==> config.mk <==
export PLATFORM = sky130hd
export DESIGN_NAME = qeciphy_status_tracker_flat
export DESIGN_NICKNAME = d
export VERILOG_FILES = /design/src/rtl/qeciphy_status_tracker_if.sv /design/src/rtl/qeciphy_status_tracker.sv /design/src/flat_wrapper.sv
export SDC_FILE = /design/constraint.sdc
export NUM_CORES = 1
export LEC_CHECK = 0
export CAP_MARGIN = 25
export CORE_MARGIN = 1
export CORE_UTILIZATION = 58
export CTS_BUF_LIST = sky130_fd_sc_hd__clkbuf_8
export CTS_CLUSTER_DIAMETER = 50
export DETAILED_ROUTE_END_ITERATION = 10
export PLACE_DENSITY = 0.82
export REMOVE_ABC_BUFFERS = 1
export SLEW_MARGIN = 20
export SYNTH_ARGS = -nofsm -noshare
export SYNTH_HDL_FRONTEND = slang
export SYNTH_SLANG_ARGS = --single-unit
==> constraint.sdc <==
create_clock -name aclk -period 2.5 [get_ports aclk]
set_input_delay 0.5 -clock aclk [delete_from_list [all_inputs] [get_ports aclk]]
set_output_delay 0.5 -clock aclk [all_outputs]
set_load 0.02 [all_outputs]
==> src/rtl/qeciphy_status_tracker_if.sv <==
// Event stream from the status tracker: one change record per valid/ready handshake.
// The tracker drives it through the master modport; the consumer uses slave.
interface qeciphy_status_tracker_if #(
    parameter int CH_W     = 1,
    parameter int STATUS_W = 4,
    parameter int ECODE_W  = 4,
    parameter int TIME_W   = 16
);
    logic                evt_valid_o;
    logic                evt_ready_i;
    logic [CH_W-1:0]     evt_ch_o;
    logic [STATUS_W-1:0] evt_status_o;
    logic [ECODE_W-1:0]  evt_ecode_o;
    logic [TIME_W-1:0]   evt_time_o;

    modport master (
        output evt_valid_o, evt_ch_o, evt_status_o, evt_ecode_o, evt_time_o,
        input  evt_ready_i
    );

    modport slave (
        input  evt_valid_o, evt_ch_o, evt_status_o, evt_ecode_o, evt_time_o,
        output evt_ready_i
    );
endinterface

==> src/rtl/qeciphy_status_tracker.sv <==
// Multi-channel status/ecode change tracker: timestamped event FIFO, sticky first-error codes, saturating error count.
// Event latency 2 edges from input change; FIFO full holds the channel pending (no drop), re-change while pending coalesces.
// Define QECIPHY_STATUS_TRACKER_TIMESTAMP_EN to build the time counter; otherwise evt_time_o is tied to 0.
module qeciphy_status_tracker #(
    parameter int NUM_CH     = 2,
    parameter int STATUS_W   = 4,
    parameter int ECODE_W    = 4,
    parameter int FIFO_DEPTH = 8,
    parameter int TIME_W     = 16,
    parameter int CNT_W      = 16
) (
    input  logic                        aclk,
    input  logic                        arst_n,
    input  logic [NUM_CH*STATUS_W-1:0]  status_i,
    input  logic [NUM_CH*ECODE_W-1:0]   ecode_i,
    input  logic                        clr_i,
    qeciphy_status_tracker_if.master    evt,
    output logic                        overflow_o,
    output logic [NUM_CH-1:0]           err_sticky_o,
    output logic [NUM_CH*ECODE_W-1:0]   first_ecode_o,
    output logic [CNT_W-1:0]            num_errors_o
);
    localparam int CH_W = (NUM_CH > 1) ? $clog2(NUM_CH) : 1;
    localparam int AW   = $clog2(FIFO_DEPTH);
    localparam int EC_W = $clog2(NUM_CH + 1);

    typedef struct packed {
        logic [STATUS_W-1:0] status;
        logic [ECODE_W-1:0]  ecode;
`ifdef QECIPHY_STATUS_TRACKER_TIMESTAMP_EN
        logic [TIME_W-1:0]   tstamp;
`endif
    } snap_t;

    typedef struct packed {
        logic [CH_W-1:0] ch;
        snap_t           s;
    } entry_t;

    logic [NUM_CH*STATUS_W-1:0] prev_status;
    logic [NUM_CH*ECODE_W-1:0]  prev_ecode;
    logic [NUM_CH-1:0]          chg, err_ev, pending, gnt_oh;
    snap_t                      snap  [NUM_CH];
    snap_t                      nsnap [NUM_CH];
    snap_t                      gnt_snap;
    logic [CH_W-1:0]            gnt_ch;
    logic [EC_W-1:0]            err_cnt;
    logic [CNT_W:0]             err_sum;
    entry_t                     mem [FIFO_DEPTH];
    logic [AW:0]                wr_ptr, rd_ptr;
    logic                       full, empty, push, pop;
    entry_t                     head;

`ifdef QECIPHY_STATUS_TRACKER_TIMESTAMP_EN
    logic [TIME_W-1:0] tcnt;

    always_ff @(posedge aclk or negedge arst_n) begin
        if (!arst_n)     tcnt <= '0;
        else if (clr_i)  tcnt <= '0;
        else             tcnt <= tcnt + TIME_W'(1);
    end
`endif

    always_comb begin
        chg      = '0;
        err_ev   = '0;
        gnt_ch   = '0;
        gnt_snap = '0;
        err_cnt  = '0;
        // Lowest set bit of pending wins arbitration.
        gnt_oh   = pending & (~pending + NUM_CH'(1));
        for (int c = 0; c < NUM_CH; c++) begin
            chg[c]    = (status_i[c*STATUS_W +: STATUS_W] != prev_status[c*STATUS_W +: STATUS_W]) ||
                        (ecode_i[c*ECODE_W +: ECODE_W] != prev_ecode[c*ECODE_W +: ECODE_W]);
            err_ev[c] = (prev_ecode[c*ECODE_W +: ECODE_W] == '0) && (ecode_i[c*ECODE_W +: ECODE_W] != '0);
            nsnap[c]        = '0;
            nsnap[c].status = status_i[c*STATUS_W +: STATUS_W];
            nsnap[c].ecode  = ecode_i[c*ECODE_W +: ECODE_W];
`ifdef QECIPHY_STATUS_TRACKER_TIMESTAMP_EN
            nsnap[c].tstamp = tcnt;
`endif
            if (gnt_oh[c]) begin
                gnt_ch   = CH_W'(c);
                gnt_snap = snap[c];
            end
            err_cnt = err_cnt + EC_W'(err_ev[c]);
        end
    end

    assign empty   = (wr_ptr == rd_ptr);
    assign full    = (wr_ptr[AW] != rd_ptr[AW]) && (wr_ptr[AW-1:0] == rd_ptr[AW-1:0]);
    assign pop     = !empty && evt.evt_ready_i;
    assign push    = (|pending) && (!full || pop);
    assign head    = mem[rd_ptr[AW-1:0]];
    assign err_sum = {1'b0, num_errors_o} + (CNT_W+1)'(err_cnt);

    assign evt.evt_valid_o  = !empty;
    assign evt.evt_ch_o     = head.ch;
    assign evt.evt_status_o = head.s.status;
    assign evt.evt_ecode_o  = head.s.ecode;
`ifdef QECIPHY_STATUS_TRACKER_TIMESTAMP_EN
    assign evt.evt_time_o   = head.s.tstamp;
`else
    assign evt.evt_time_o   = TIME_W'(0);
`endif

    // prev always follows the inputs, including on clr edges, so a clear never fabricates events.
    always_ff @(posedge aclk or negedge arst_n) begin
        if (!arst_n) begin
            prev_status <= '0;
            prev_ecode  <= '0;
            pending     <= '0;
            overflow_o  <= 1'b0;
            for (int c = 0; c < NUM_CH; c++) snap[c] <= '0;
        end else begin
            prev_status <= status_i;
            prev_ecode  <= ecode_i;
            if (clr_i) begin
                pending    <= '0;
                overflow_o <= 1'b0;
            end else begin
                for (int c = 0; c < NUM_CH; c++) begin
                    if (chg[c]) begin
                        pending[c] <= 1'b1;
                        snap[c]    <= nsnap[c];
                        if (pending[c] && !(push && gnt_oh[c])) overflow_o <= 1'b1;
                    end else if (push && gnt_oh[c]) begin
                        pending[c] <= 1'b0;
                    end
                end
            end
        end
    end

    always_ff @(posedge aclk or negedge arst_n) begin
        if (!arst_n) begin
            wr_ptr <= '0;
            rd_ptr <= '0;
            for (int i = 0; i < FIFO_DEPTH; i++) mem[i] <= '0;
        end else if (clr_i) begin
            wr_ptr <= '0;
            rd_ptr <= '0;
        end else begin
            if (push) begin
                mem[wr_ptr[AW-1:0]] <= '{ch: gnt_ch, s: gnt_snap};
                wr_ptr              <= wr_ptr + (AW+1)'(1);
            end
            if (pop) rd_ptr <= rd_ptr + (AW+1)'(1);
        end
    end

    always_ff @(posedge aclk or negedge arst_n) begin
        if (!arst_n) begin
            err_sticky_o  <= '0;
            first_ecode_o <= '0;
            num_errors_o  <= '0;
        end else if (clr_i) begin
            err_sticky_o  <= '0;
            first_ecode_o <= '0;
            num_errors_o  <= '0;
        end else begin
            for (int c = 0; c < NUM_CH; c++) begin
                if (err_ev[c]) begin
                    err_sticky_o[c] <= 1'b1;
                    if (!err_sticky_o[c]) first_ecode_o[c*ECODE_W +: ECODE_W] <= ecode_i[c*ECODE_W +: ECODE_W];
                end
            end
            num_errors_o <= err_sum[CNT_W] ? {CNT_W{1'b1}} : err_sum[CNT_W-1:0];
        end
    end
endmodule

==> src/flat_wrapper.sv <==
// flat-port wrapper written by rule: the top's interface ports become plain ports
module qeciphy_status_tracker_flat 
#(
    parameter int NUM_CH     = 2,
    parameter int STATUS_W   = 4,
    parameter int ECODE_W    = 4,
    parameter int FIFO_DEPTH = 8,
    parameter int TIME_W     = 16,
    parameter int CNT_W      = 16
)
  (aclk, arst_n, status_i, ecode_i, clr_i, overflow_o, err_sticky_o, first_ecode_o, num_errors_o, evt_evt_valid_o, evt_evt_ch_o, evt_evt_status_o, evt_evt_ecode_o, evt_evt_time_o, evt_evt_ready_i);
  qeciphy_status_tracker_if #(.CH_W((1)), .STATUS_W(STATUS_W), .ECODE_W(ECODE_W), .TIME_W(TIME_W)) evt_i ();
  input  logic aclk;
  input  logic arst_n;
  input  logic [NUM_CH*STATUS_W-1:0] status_i;
  input  logic [NUM_CH*ECODE_W-1:0] ecode_i;
  input  logic clr_i;
  output logic overflow_o;
  output logic [NUM_CH-1:0] err_sticky_o;
  output logic [NUM_CH*ECODE_W-1:0] first_ecode_o;
  output logic [CNT_W-1:0] num_errors_o;
  output wire logic [$bits(evt_i.evt_valid_o)-1:0] evt_evt_valid_o;
  output wire logic [$bits(evt_i.evt_ch_o)-1:0] evt_evt_ch_o;
  output wire logic [$bits(evt_i.evt_status_o)-1:0] evt_evt_status_o;
  output wire logic [$bits(evt_i.evt_ecode_o)-1:0] evt_evt_ecode_o;
  output wire logic [$bits(evt_i.evt_time_o)-1:0] evt_evt_time_o;
  input wire logic [$bits(evt_i.evt_ready_i)-1:0] evt_evt_ready_i;
  assign evt_evt_valid_o = evt_i.evt_valid_o;
  assign evt_evt_ch_o = evt_i.evt_ch_o;
  assign evt_evt_status_o = evt_i.evt_status_o;
  assign evt_evt_ecode_o = evt_i.evt_ecode_o;
  assign evt_evt_time_o = evt_i.evt_time_o;
  assign evt_i.evt_ready_i = evt_evt_ready_i;
  qeciphy_status_tracker #(.NUM_CH(NUM_CH), .STATUS_W(STATUS_W), .ECODE_W(ECODE_W), .FIFO_DEPTH(FIFO_DEPTH), .TIME_W(TIME_W), .CNT_W(CNT_W)) u_core (.aclk(aclk), .arst_n(arst_n), .status_i(status_i), .ecode_i(ecode_i), .clr_i(clr_i), .evt(evt_i), .overflow_o(overflow_o), .err_sticky_o(err_sticky_o), .first_ecode_o(first_ecode_o), .num_errors_o(num_errors_o));
endmodule
==> results of run 1 <==
## final cells by class
type	instances	area, um2
inverter	10	37.5
timing repair buffer	103	1070
clock buffer	19	262
multi-input combinational	374	2710
clock inverter	12	82.6
tap	140	175
sequential	141	3530
fill	717	2970
## synthesized netlist by cell type (3+ instances only)
library cell    n
inv_1          10
mux4_2         18
xor2_1         10
buf_6           4
mux2_2         29
nand4_1         6
a22oi_1         8
nor3_1          4
nand3_1        11
nand2_1        34
dfrtp_1       141
ha_1            3
nor2_1         67
o41ai_1         3
or3_1           3
buf_2           7
xnor2_1        27
mux2i_1         8
nand2b_1        3
clkbuf_1       10
o21ai_0        30
a21oi_1        64
buf_4          19
## through the flow
stage / area, um2 / setup slack [ns] / cells / hold slack (ns) / power (uW)
6_report: 7870 / -0.105 / 799 / 0.0338 / 6270
5_1_grt: 7870 / -0.161 / 799 / 0.0745 / 6550
4_1_cts: 7810 / -0.131 / 800 / 0.0635 / 6200
3_5_place_dp: 7360 / -0.423 / 763 / 0.470 / 4440
3_3_place_gp: 7360 / -0.359 / 763 / 0.456 / 4350
2_1_floorplan: 6230 / -0.173 / 525 / 0.204 / 3830
## final timing paths
| kind | end | slack [ns] | depth (start not counted) |
|---|---|---|---|
| hold reg to reg | u_core.mem[31] | 0.48 | 2 |
| setup reg to reg | u_core.num_errors_o[14] | 0.09 | 11 |
| min in group aclk | u_core.mem[31] | 0.48 | 2 |
| max in group asynchronous | u_core.rd_ptr[0] | 1.75 | 2 |
| setup / recovery | evt_evt_ecode_o[1] | -0.10 | 5 |
| hold / removal | u_core.rd_ptr[1] | 0.03 | 1 |
## registers in the layout, summed over array words and instances (netlist names)
signal / flops
u_core.num_errors_o: 16
u_core.prev_ecode: 8
u_core.err_sticky_o: 2
u_core.rd_ptr: 4
u_core.mem: 72
u_core.first_ecode_o: 8
u_core.pending: 2
u_core.wr_ptr: 4
u_core.overflow_o: 1
u_core.snap: 16
u_core.prev_status: 8
## where the power goes
part | switching, uW | total, uW | leakage (uW) | internal, uW
clock network | 823 | 1630 | 0.000196 | 805
logic | 822 | 1740 | 0.00143 | 917
registers | 247 | 2910 | 0.00180 | 2660
total | 1890 | 6270 | 0.00343 | 4380
## worst reg2reg max path, stage by stage, from the launching register on
cell,delay (ns)
dfrtp_1,0.40
nor4_1,0.38
o41ai_1,0.14
buf_4,0.16
inv_1,0.06
fa_1,0.19
ha_1,0.18
nand3_1,0.11
nor2_1,0.17
buf_4,0.15
nor4bb_1,0.28
nor3_1,0.07
## cells by family (layout without fill, tap and decap cells)
family	after synthesis	in the layout	share of synthesized area [%]
AOI/OAI and AO/OA	119	119	11.6
other	1	16	0.0582
buffers and inverters	52	144	4.76
muxes	56	56	12.8
adders and majority gates	4	4	0.893
and+or+nand+nor	141	141	9.79
DFF	141	141	54.8
xor gates and xnor gates	38	38	5.28
## layer usage
metal	track usage, %	wire, um	vias to the layer above
met5	0	0	-
met2	47.0	7460	175
met4	9.78	281	0
li1	-	-	2100
met3	8.47	828	30
met1	32.9	5850	2303
## timing repair
| action | in CTS | in global routing |
|---|---|---|
| buffers inserted | 3 | 0 |
| resized for setup | 48 | 24 |
| hold buffers | 0 | 0 |
| endpoints found under the setup margin | 10 | 12 |
| gates cloned | 3 | 0 |
==> results.md, run 1 <==
- Status: finished with violations
- Failing checks: setup timing
- Reg clk slew, reported paths: 0.07 ns
- DRT Wirelength: 14.4 mm
- Layout Area Growth over Synthesis: 22.1%
- DRT iter0 DRCs: 280
- Crit path time final: 2.60 ns
- WP data required: 2.00 ns
- CTS buffer count: 17
- Row cnt: 38
- Synth top area cells: dfrtp_1 55%, mux4_2 6.3%, mux2_2 5.1%
- Starting Density: 59.4%
- Mean Syn Cell Area: 11.7 um2
- Fmax: 384 MHz
- Final setup violation count: 8
- Die W: 107 um
- CP bufs+invs: 3
- Ant. Diodes: 0
- Post-synth top flop: dfrtp_1
- Post-synth EDFFs: 0
- GRT Total Usage: 27.5%
- Largest net degree at the start of global routing: 76
- Critical-path top delay cell: mux4_2
- Final hold vios: 0
- Clock root buffer: clkbuf_8
- I/O Buffers: 56
- Synthesized flop and latch total: 141
- CP endpoint kind: output pin
- Largest area contributor in the netlist: dfrtp_1
- Peak VDD IR: 0.654 mV
- Final period util: 104%
- Unrepaired setup endpoints after global routing: yes
- Top cell type's share of synthesized area: 54.8%
- Most frequent cells in the layout: 140 x dfrtp_1, 67 x nor2_1, 64 x a21oi_1
- Netlist cell types: 49
- Setup Skew: 0.00796 ns
- Min-Delay Path Class: input port to asynchronous set/reset pin
- Fraction of layout instances using a drive strength above 1: 22.2%
- Vias per cell: 5.77
- I/O pin count: 73
- Drc violations: 0
- Initial antenna violation count: 0
- Slew Viols, Final: 0
- CP Launch Type: flip-flop
- Worst Setup SP: u_core.rd_ptr[0]
- Static Leak: 0.00343 uW
- RR Startpoint: u_core.prev_ecode[4]
- Slew Limit Headroom: 44.5%
- First-pass DRT Iterations: 5
- Global placer's final weighted congestion: 0.763
- TritonCTS clock tree: built
- Via count: 4,608
- CP max FO: 5
- Mapped Area: 0.00644 mm2
- Core area: 0.0108 mm2
- Commonest non-fill, non-tap cell in the layout: dfrtp_1
- Setup TNS Final: -0.614 ns
- H-tree levels: 4
- Fin util: 72.6%
- WL/cell: 18.0 um
- Max Cap Violations: 0
- Clock Sinks: 141
- Data arrival, critical path: 2.10 ns
- Antenna Nets Post-Route: 0
- Clk buf depth: 2
- Least-Margin Pin Slew: 0.833 ns
- Worst skew pair latency: 0.46 ns
- CP max stage delay: 0.50 ns
- Height of the die: 107 um
- Critical path class: flip-flop to output pin
- Sequential area share after synthesis: 54.8%
- Die area: 0.0115 mm2
- Overflow left after global routing: 0
- Synth warn: 0
- Final worst slack: -0.105 ns
- Post-synthesis cell count: 552
- Pwr per Cell Area: 797 mW/mm2
- Post-DP HPWL: 9.44 mm
- Cell Chain, Critical Path: buf_12 > buf_16 > mux4_2 > mux2_4 > buf_6
- First-pass GRT wire length: 23.4 mm
- FFs w/ async S/R, synth: 100%
- Final #Nets: 671
- Vias in the first global route: 4,710
- Cell family with most CP delay: multiplexers
Note: power is estimated with default switching activity, not from simulation.
==> run 2: changes to the inputs <==
Settings changed: MAX_ROUTING_LAYER set to met4.
==> run 2 against run 1 <==
Effect of this change:
- the flow still finishes with violations (setup timing)
- worst setup slack better by 0.0038 ns
- die area stayed put
- combinational power hardly changed
- largest power group unchanged
- total power hardly changed
- sequential cell count stayed put
- core utilization stayed put
- sequential power hardly changed
- cell count stayed put
==> results.md, run 2 (same netlist as run 1, synthesis figures left out) <==
- Largest register FFs: 72 (unchanged)
- DRT Wirelength: 14.4 mm (about the same)
- Routed length on met1: 5.88 mm (+0.53%)
- I/O pin count: 73 (unchanged)
- DR top layer: met4
- Metal3 WL: 757 um (-8.6%)
- Status: finished with violations
- Critical path class: flip-flop to output pin
- GRT Total Usage: 28.2% (+0.74 points)
- Layout Area Growth over Synthesis: 22.1% (unchanged)
- Vias in the first global route: 4,713 (+0.064%)
- Static Leak: 0.00343 uW (unchanged)
- Data arrival, critical path: 2.10 ns (about the same)
- Antenna Nets Post-Route: 0 (unchanged)
- # hold bufs at CTS: 0 (unchanged)
- Core area: 0.0108 mm2 (unchanged)
- Row cnt: 38 (unchanged)
- WP data required: 2.00 ns (about the same)
- DR WL met2: 7.55 mm (+1.2%)
- Reg clk slew, reported paths: 0.07 ns (about the same)
- WL/cell: 18.1 um (about the same)
- Setup TNS Final: -0.575 ns (+0.0393 ns)
- Area of the multi-input gates: 0.00271 mm2 (unchanged)
- Height of the die: 107 um (unchanged)
- Pwr per Cell Area: 798 mW/mm2 (about the same)
- Via count: 4,588 (-0.43%)
- Global placer's final weighted congestion: 0.773 (+1.3%)
- Largest regs: u_core.mem x72, u_core.num_errors_o x16, u_core.snap x16
- Slew Viols, Final: 0 (unchanged)
- Clock root buffer: clkbuf_8
- Internal Power: 4380 uW (about the same)
- DRT iter0 DRCs: 293 (+4.6%)
- Flop2flop setup slack: 0.09 ns (about the same)
- Fill count: 717 (unchanged)
- Biggest register: u_core.mem
- CP max FO: 5 (unchanged)
- Unrepaired setup endpoints after global routing: yes
- Placed cells: 763 (unchanged)
- Commonest non-fill, non-tap cell in the layout: dfrtp_1
- Switch Pwr: 1900 uW (+0.26%)
- Crit path time final: 2.60 ns (-0.00383 ns)
- Vias per cell: 5.74 (-0.43%)
- Final #Nets: 671 (unchanged)
- CTS buffer count: 17 (unchanged)
- Setup Skew: 0.00916 ns (+0.00120 ns)
- Power Total: 6280 uW (about the same)
- Sequential Power Share: 46.3% (about the same)
- Most frequent cells in the layout: 140 x dfrtp_1, 67 x nor2_1, 64 x a21oi_1
- Starting Density: 59.4% (unchanged)
- Fin cells: 799 (unchanged)
- First-pass DRT Iterations: 5 (unchanged)
- Clock share of power: 26.0% (about the same)
- Drc violations: 0 (unchanged)
- I/O Buffers: 56 (unchanged)
- Final hold vios: 0 (unchanged)
- Slew Limit Headroom: 45.4% (+0.93 points)
- Fraction of layout instances using a drive strength above 1: 22.2% (unchanged)
- Final worst slack: -0.101 ns (+0.00383 ns)
- H-tree levels: 4 (unchanged)
- Clk buf depth: 2 (unchanged)
- Min-Delay Path Class: input port to asynchronous set/reset pin
- Least-Margin Pin Slew: 0.819 ns (-0.0139 ns)
- Sw Share: 30.2% (+0.056 points)
- Reg area: 0.00353 mm2 (unchanged)
- Peak VDD IR: 0.654 mV (about the same)
- Logic pwr share: 27.7% (about the same)
- Die area: 0.0115 mm2 (unchanged)
- Failing checks: setup timing
- CP endpoint kind: output pin
- First-pass GRT wire length: 23.4 mm (about the same)
- Initial antenna violation count: 0 (unchanged)
- Max Cap Violations: 0 (unchanged)
- CP Launch Type: flip-flop
- Final setup violation count: 7 (-1)
- Post-DP Area: 0.00736 mm2 (unchanged)
- Largest net degree at the start of global routing: 76 (unchanged)
- Worst skew pair latency: 0.46 ns (about the same)
- Overflow left after global routing: 0 (unchanged)
- Final instance area: 0.00787 mm2 (unchanged)
- TritonCTS clock tree: built
- Fmax: 385 MHz (+0.15%)
- Fin util: 72.6% (unchanged)
- Die W: 107 um (unchanged)
- Clock Sinks: 141 (unchanged)
- Ant. Diodes: 0 (unchanged)
- Final period util: 104% (-0.15 points)
- Post-DP HPWL: 9.44 mm (unchanged)
run 2: cell counts in the layout (fill, tap and decap cells not counted):
Identical to the previous run, type by type.
run 2: path summary, 6_finish.rpt:
path,cells after the start,to,from
min in group aclk,2,u_core.mem[31],u_core.mem[31]
max in group asynchronous,2,u_core.first_ecode_o[6],arst_n
hold / removal,1,u_core.rd_ptr[1],arst_n
hold reg to reg,2,u_core.mem[31],u_core.mem[31]
setup / recovery,5,evt_evt_ecode_o[1],u_core.rd_ptr[0]
setup reg to reg,11,u_core.num_errors_o[14],u_core.prev_ecode[4]
run 2: routing by layer:
layer	GRT usage (%)	vias to the layer above
li1	-	2098
met1	33.1	2294
met2	47.1	174
met3	7.87	22
met4	9.78	0
met5	-	-
run 2: final cells by class:
type,instances,area share [%]
Sequential cell,141,44.9
Multi-Input combinational cell,374,34.5
Timing Repair Buffer,103,13.6
Clock buffer,19,3.32
Tap cell,140,2.23
Clock inverter,12,1.05
Inverter,10,0.477
run 2: repair_timing:
action,in CTS,in global routing
resized for setup,48,24
gates cloned,3,0
hold endpoints to repair,0,0
endpoints found under the setup margin,10,12
buffers inserted,3,0
run 2: stage by stage:
stage | setup WS [ns] | hold slack [ns]
after floorplan | -0.173 | 0.204
after global placement | -0.359 | 0.456
after detailed placement | -0.423 | 0.470
after CTS | -0.131 | 0.0635
after global routing | -0.159 | 0.0696
final | -0.101 | 0.0398
run 2: critical path, cell delays in order (launching register included):
cell and delay [ns]:
dfrtp_2 0.47, buf_12 0.14, buf_16 0.12, mux4_2 0.50, mux2_4 0.28, buf_6 0.13
run 2: power by group through the flow:
stage / combinational, uW / sequential, uW / clock, uW
6_report: 1740 / 2910 / 1630
5_1_grt: 1880 / 2940 / 1740
4_1_cts: 1670 / 2880 / 1650
3_5_place_dp: 1530 / 2910 / 0
3_3_place_gp: 1470 / 2870 / 0
2_1_floorplan: 917 / 2910 / 0
==> run 3: changes to the inputs <==
Settings changed: CORE_MARGIN 1 to 3.
==> run 3 against run 2 <==
Effect of this change:
- the flow now finishes without violations
- core utilization up 1.6 points
- worst setup slack better by 0.12 ns
- global-route usage shrank 2.9 points
- die area is 7.6% higher
- hold slack got worse by 0.0011 ns
- fmax grew 4.9%
- clock power up 7%
- via count decreased by 0.50%
- combinational power down 6%
- cell count decreased by 1.1%
==> results.md, run 3 (same netlist as run 1, synthesis figures left out) <==
- Fill count: 703 (-2.0%)
- Slew Viols, Final: 0 (unchanged)
- Data arrival, critical path: 1.98 ns (-0.12 ns)
- Setup Skew: 0.00958 ns (+0.000418 ns)
- Clock root buffer: clkbuf_8
- Static Leak: 0.00340 uW (-0.96%)
- Most frequent cells in the layout: 140 x dfrtp_1, 66 x nor2_1, 64 x a21oi_1
- Area of the multi-input gates: 0.00273 mm2 (+0.65%)
- Final period util: 99.1% (-4.9 points)
- WP data required: 2.00 ns (about the same)
- Status: complete, no violations
- Setup TNS Final: 0 ns (+0.575 ns)
- Peak VDD IR: 0.529 mV (-19%)
- Power Total: 6270 uW (-0.14%)
- Internal Power: 4420 uW (+0.99%)
- Max Cap Violations: 0 (unchanged)
- Largest net degree at the start of global routing: 66 (-13%)
- First-pass GRT wire length: 24.1 mm (+3.2%)
- Vias in the first global route: 4,817 (+2.2%)
- Commonest non-fill, non-tap cell in the layout: dfrtp_1
- Antenna Nets Post-Route: 0 (unchanged)
- Final worst slack: 0.0217 ns (+0.122 ns)
- Via count: 4,565 (-0.50%)
- GRT Total Usage: 25.3% (-2.9 points)
- DRT iter0 DRCs: 344 (+17%)
- Initial antenna violation count: 0 (unchanged)
- Clock Sinks: 141 (unchanged)
- TritonCTS clock tree: built
- Critical path class: flip-flop to output pin
- Largest register FFs: 72 (unchanged)
- CP Launch Type: flip-flop
- CP max FO: 5 (unchanged)
- Fmax: 404 MHz (+4.9%)
- Die W: 111 um (+3.7%)
- Slew Limit Headroom: 48.7% (+3.4 points)
- WL/cell: 17.9 um (-0.75%)
- Sequential Power Share: 46.3% (about the same)
- Height of the die: 111 um (+3.7%)
- Min-Delay Path Class: input port to asynchronous set/reset pin
- Least-Margin Pin Slew: 0.769 ns (-0.0503 ns)
- Pre-CTS WS: -0.463 ns (-0.0399 ns)
- Die area: 0.0124 mm2 (+7.6%)
- Fraction of layout instances using a drive strength above 1: 22.2% (about the same)
- H-tree levels: 4 (unchanged)
- Pwr per Cell Area: 801 mW/mm2 (+0.37%)
- Crit path time final: 2.48 ns (-0.122 ns)
- First-pass DRT Iterations: 6 (+1)
- Unrepaired setup endpoints after global routing: yes
- Clk buf depth: 2 (unchanged)
- Biggest register: u_core.mem
- Reg clk slew, reported paths: 0.07 ns (about the same)
- Layout Area Growth over Synthesis: 21.5%
- Largest regs: u_core.mem x72, u_core.num_errors_o x16, u_core.snap x16
- Sw Share: 29.4% (-0.79 points)
- Drc violations: 0 (unchanged)
- DRT Wirelength: 14.2 mm (-1.9%)
- Ant. Diodes: 0 (unchanged)
- Core area: 0.0106 mm2 (-2.6%)
- Post-DP HPWL: 9.79 mm (+3.6%)
- I/O Buffers: 56 (unchanged)
- I/O pin count: 73 (unchanged)
- Overflow left after global routing: 0 (unchanged)
- CTS buffer count: 17 (unchanged)
- Fin util: 74.2% (+1.6 points)
- Vias per cell: 5.78 (+0.63%)
- Logic pwr share: 26.0% (-1.7 points)
- Global placer's final weighted congestion: 0.873 (+13%)
- Reg area: 0.00353 mm2 (unchanged)
- Switch Pwr: 1840 uW (-2.7%)
- Final #Nets: 666 (-0.75%)
- Row cnt: 37 (-2.6%)
- Final hold vios: 0 (unchanged)
- Final setup violation count: 0 (-7)
- Clock share of power: 27.7% (+1.7 points)
- Worst skew pair latency: 0.44 ns (-0.02 ns)
- CP endpoint kind: output pin
- Starting Density: 61.0% (+1.6 points)
run 3: cell types whose count changed in the layout (fill, tap and decap cells not counted), moves of 2 or more:
cell      change
nor4_1        -2
clkinv_2      -4
buf_4         -2
clkbuf_8      +4
nor4_2        +2
buf_16        -2
run 3: final timing paths:
path,start,to,slack (ns),cells past startpoint
hold / removal,arst_n,u_core.mem[34],0.04,1
min in group aclk,u_core.mem[69],u_core.mem[69],0.48,2
hold reg to reg,u_core.mem[69],u_core.mem[69],0.48,2
setup reg to reg,u_core.prev_ecode[4],u_core.num_errors_o[15],0.14,10
setup / recovery,u_core.rd_ptr[0],evt_evt_status_o[0],0.02,4
max in group asynchronous,arst_n,u_core.snap[1],1.79,2
run 3: through the flow:
stage	hold slack, ns	cell area, um2	cells
finish	0.0387	7830	790
global route	0.0731	7830	790
detailed placement	0.468	7350	758
floorplan	0.204	6230	525
CTS	0.0583	7800	791
global placement	0.456	7350	758
run 3: worst max-delay path, cell delays in order (launching register included):
cell     delay, ns
dfrtp_2       0.44
buf_6         0.16
mux4_2        0.53
mux2_4        0.28
buf_6         0.13
run 3: timing repair:
item                                    CTS  global route
hold buffers                              0             0
endpoints found under the hold margin     0             0
cloned                                    1             0
buffers inserted                          1             0
gates resized for setup                  58            14
endpoints found under the setup margin   10            25
run 3: cell type report:
cell class,instances,area share (%)
clock buffers,23,4.04
clock inverters,8,0.847
inverters,10,0.480
multi-input cells,374,34.9
flip-flops and latches,141,45.1
well taps,136,2.17
repair buffers,98,12.5
run 3: metal layers:
metal  global-route usage (%)  vias up  wire [um]
met4                     10.7        0        379
met2                     40.3      183       7080
met1                     30.8     2251       5750
met5                        -        -          0
met3                     6.79       36        950
li1                         -     2095          -
run 3: power by group through the flow:
stage	sequential, uW	clock, uW	combinational [uW]
5_1_grt	2940	1870	1780
3_5_place_dp	2920	0	1540
4_1_cts	2890	1750	1630
2_1_floorplan	2910	0	917
6_report	2900	1740	1630
3_3_place_gp	2880	0	1470
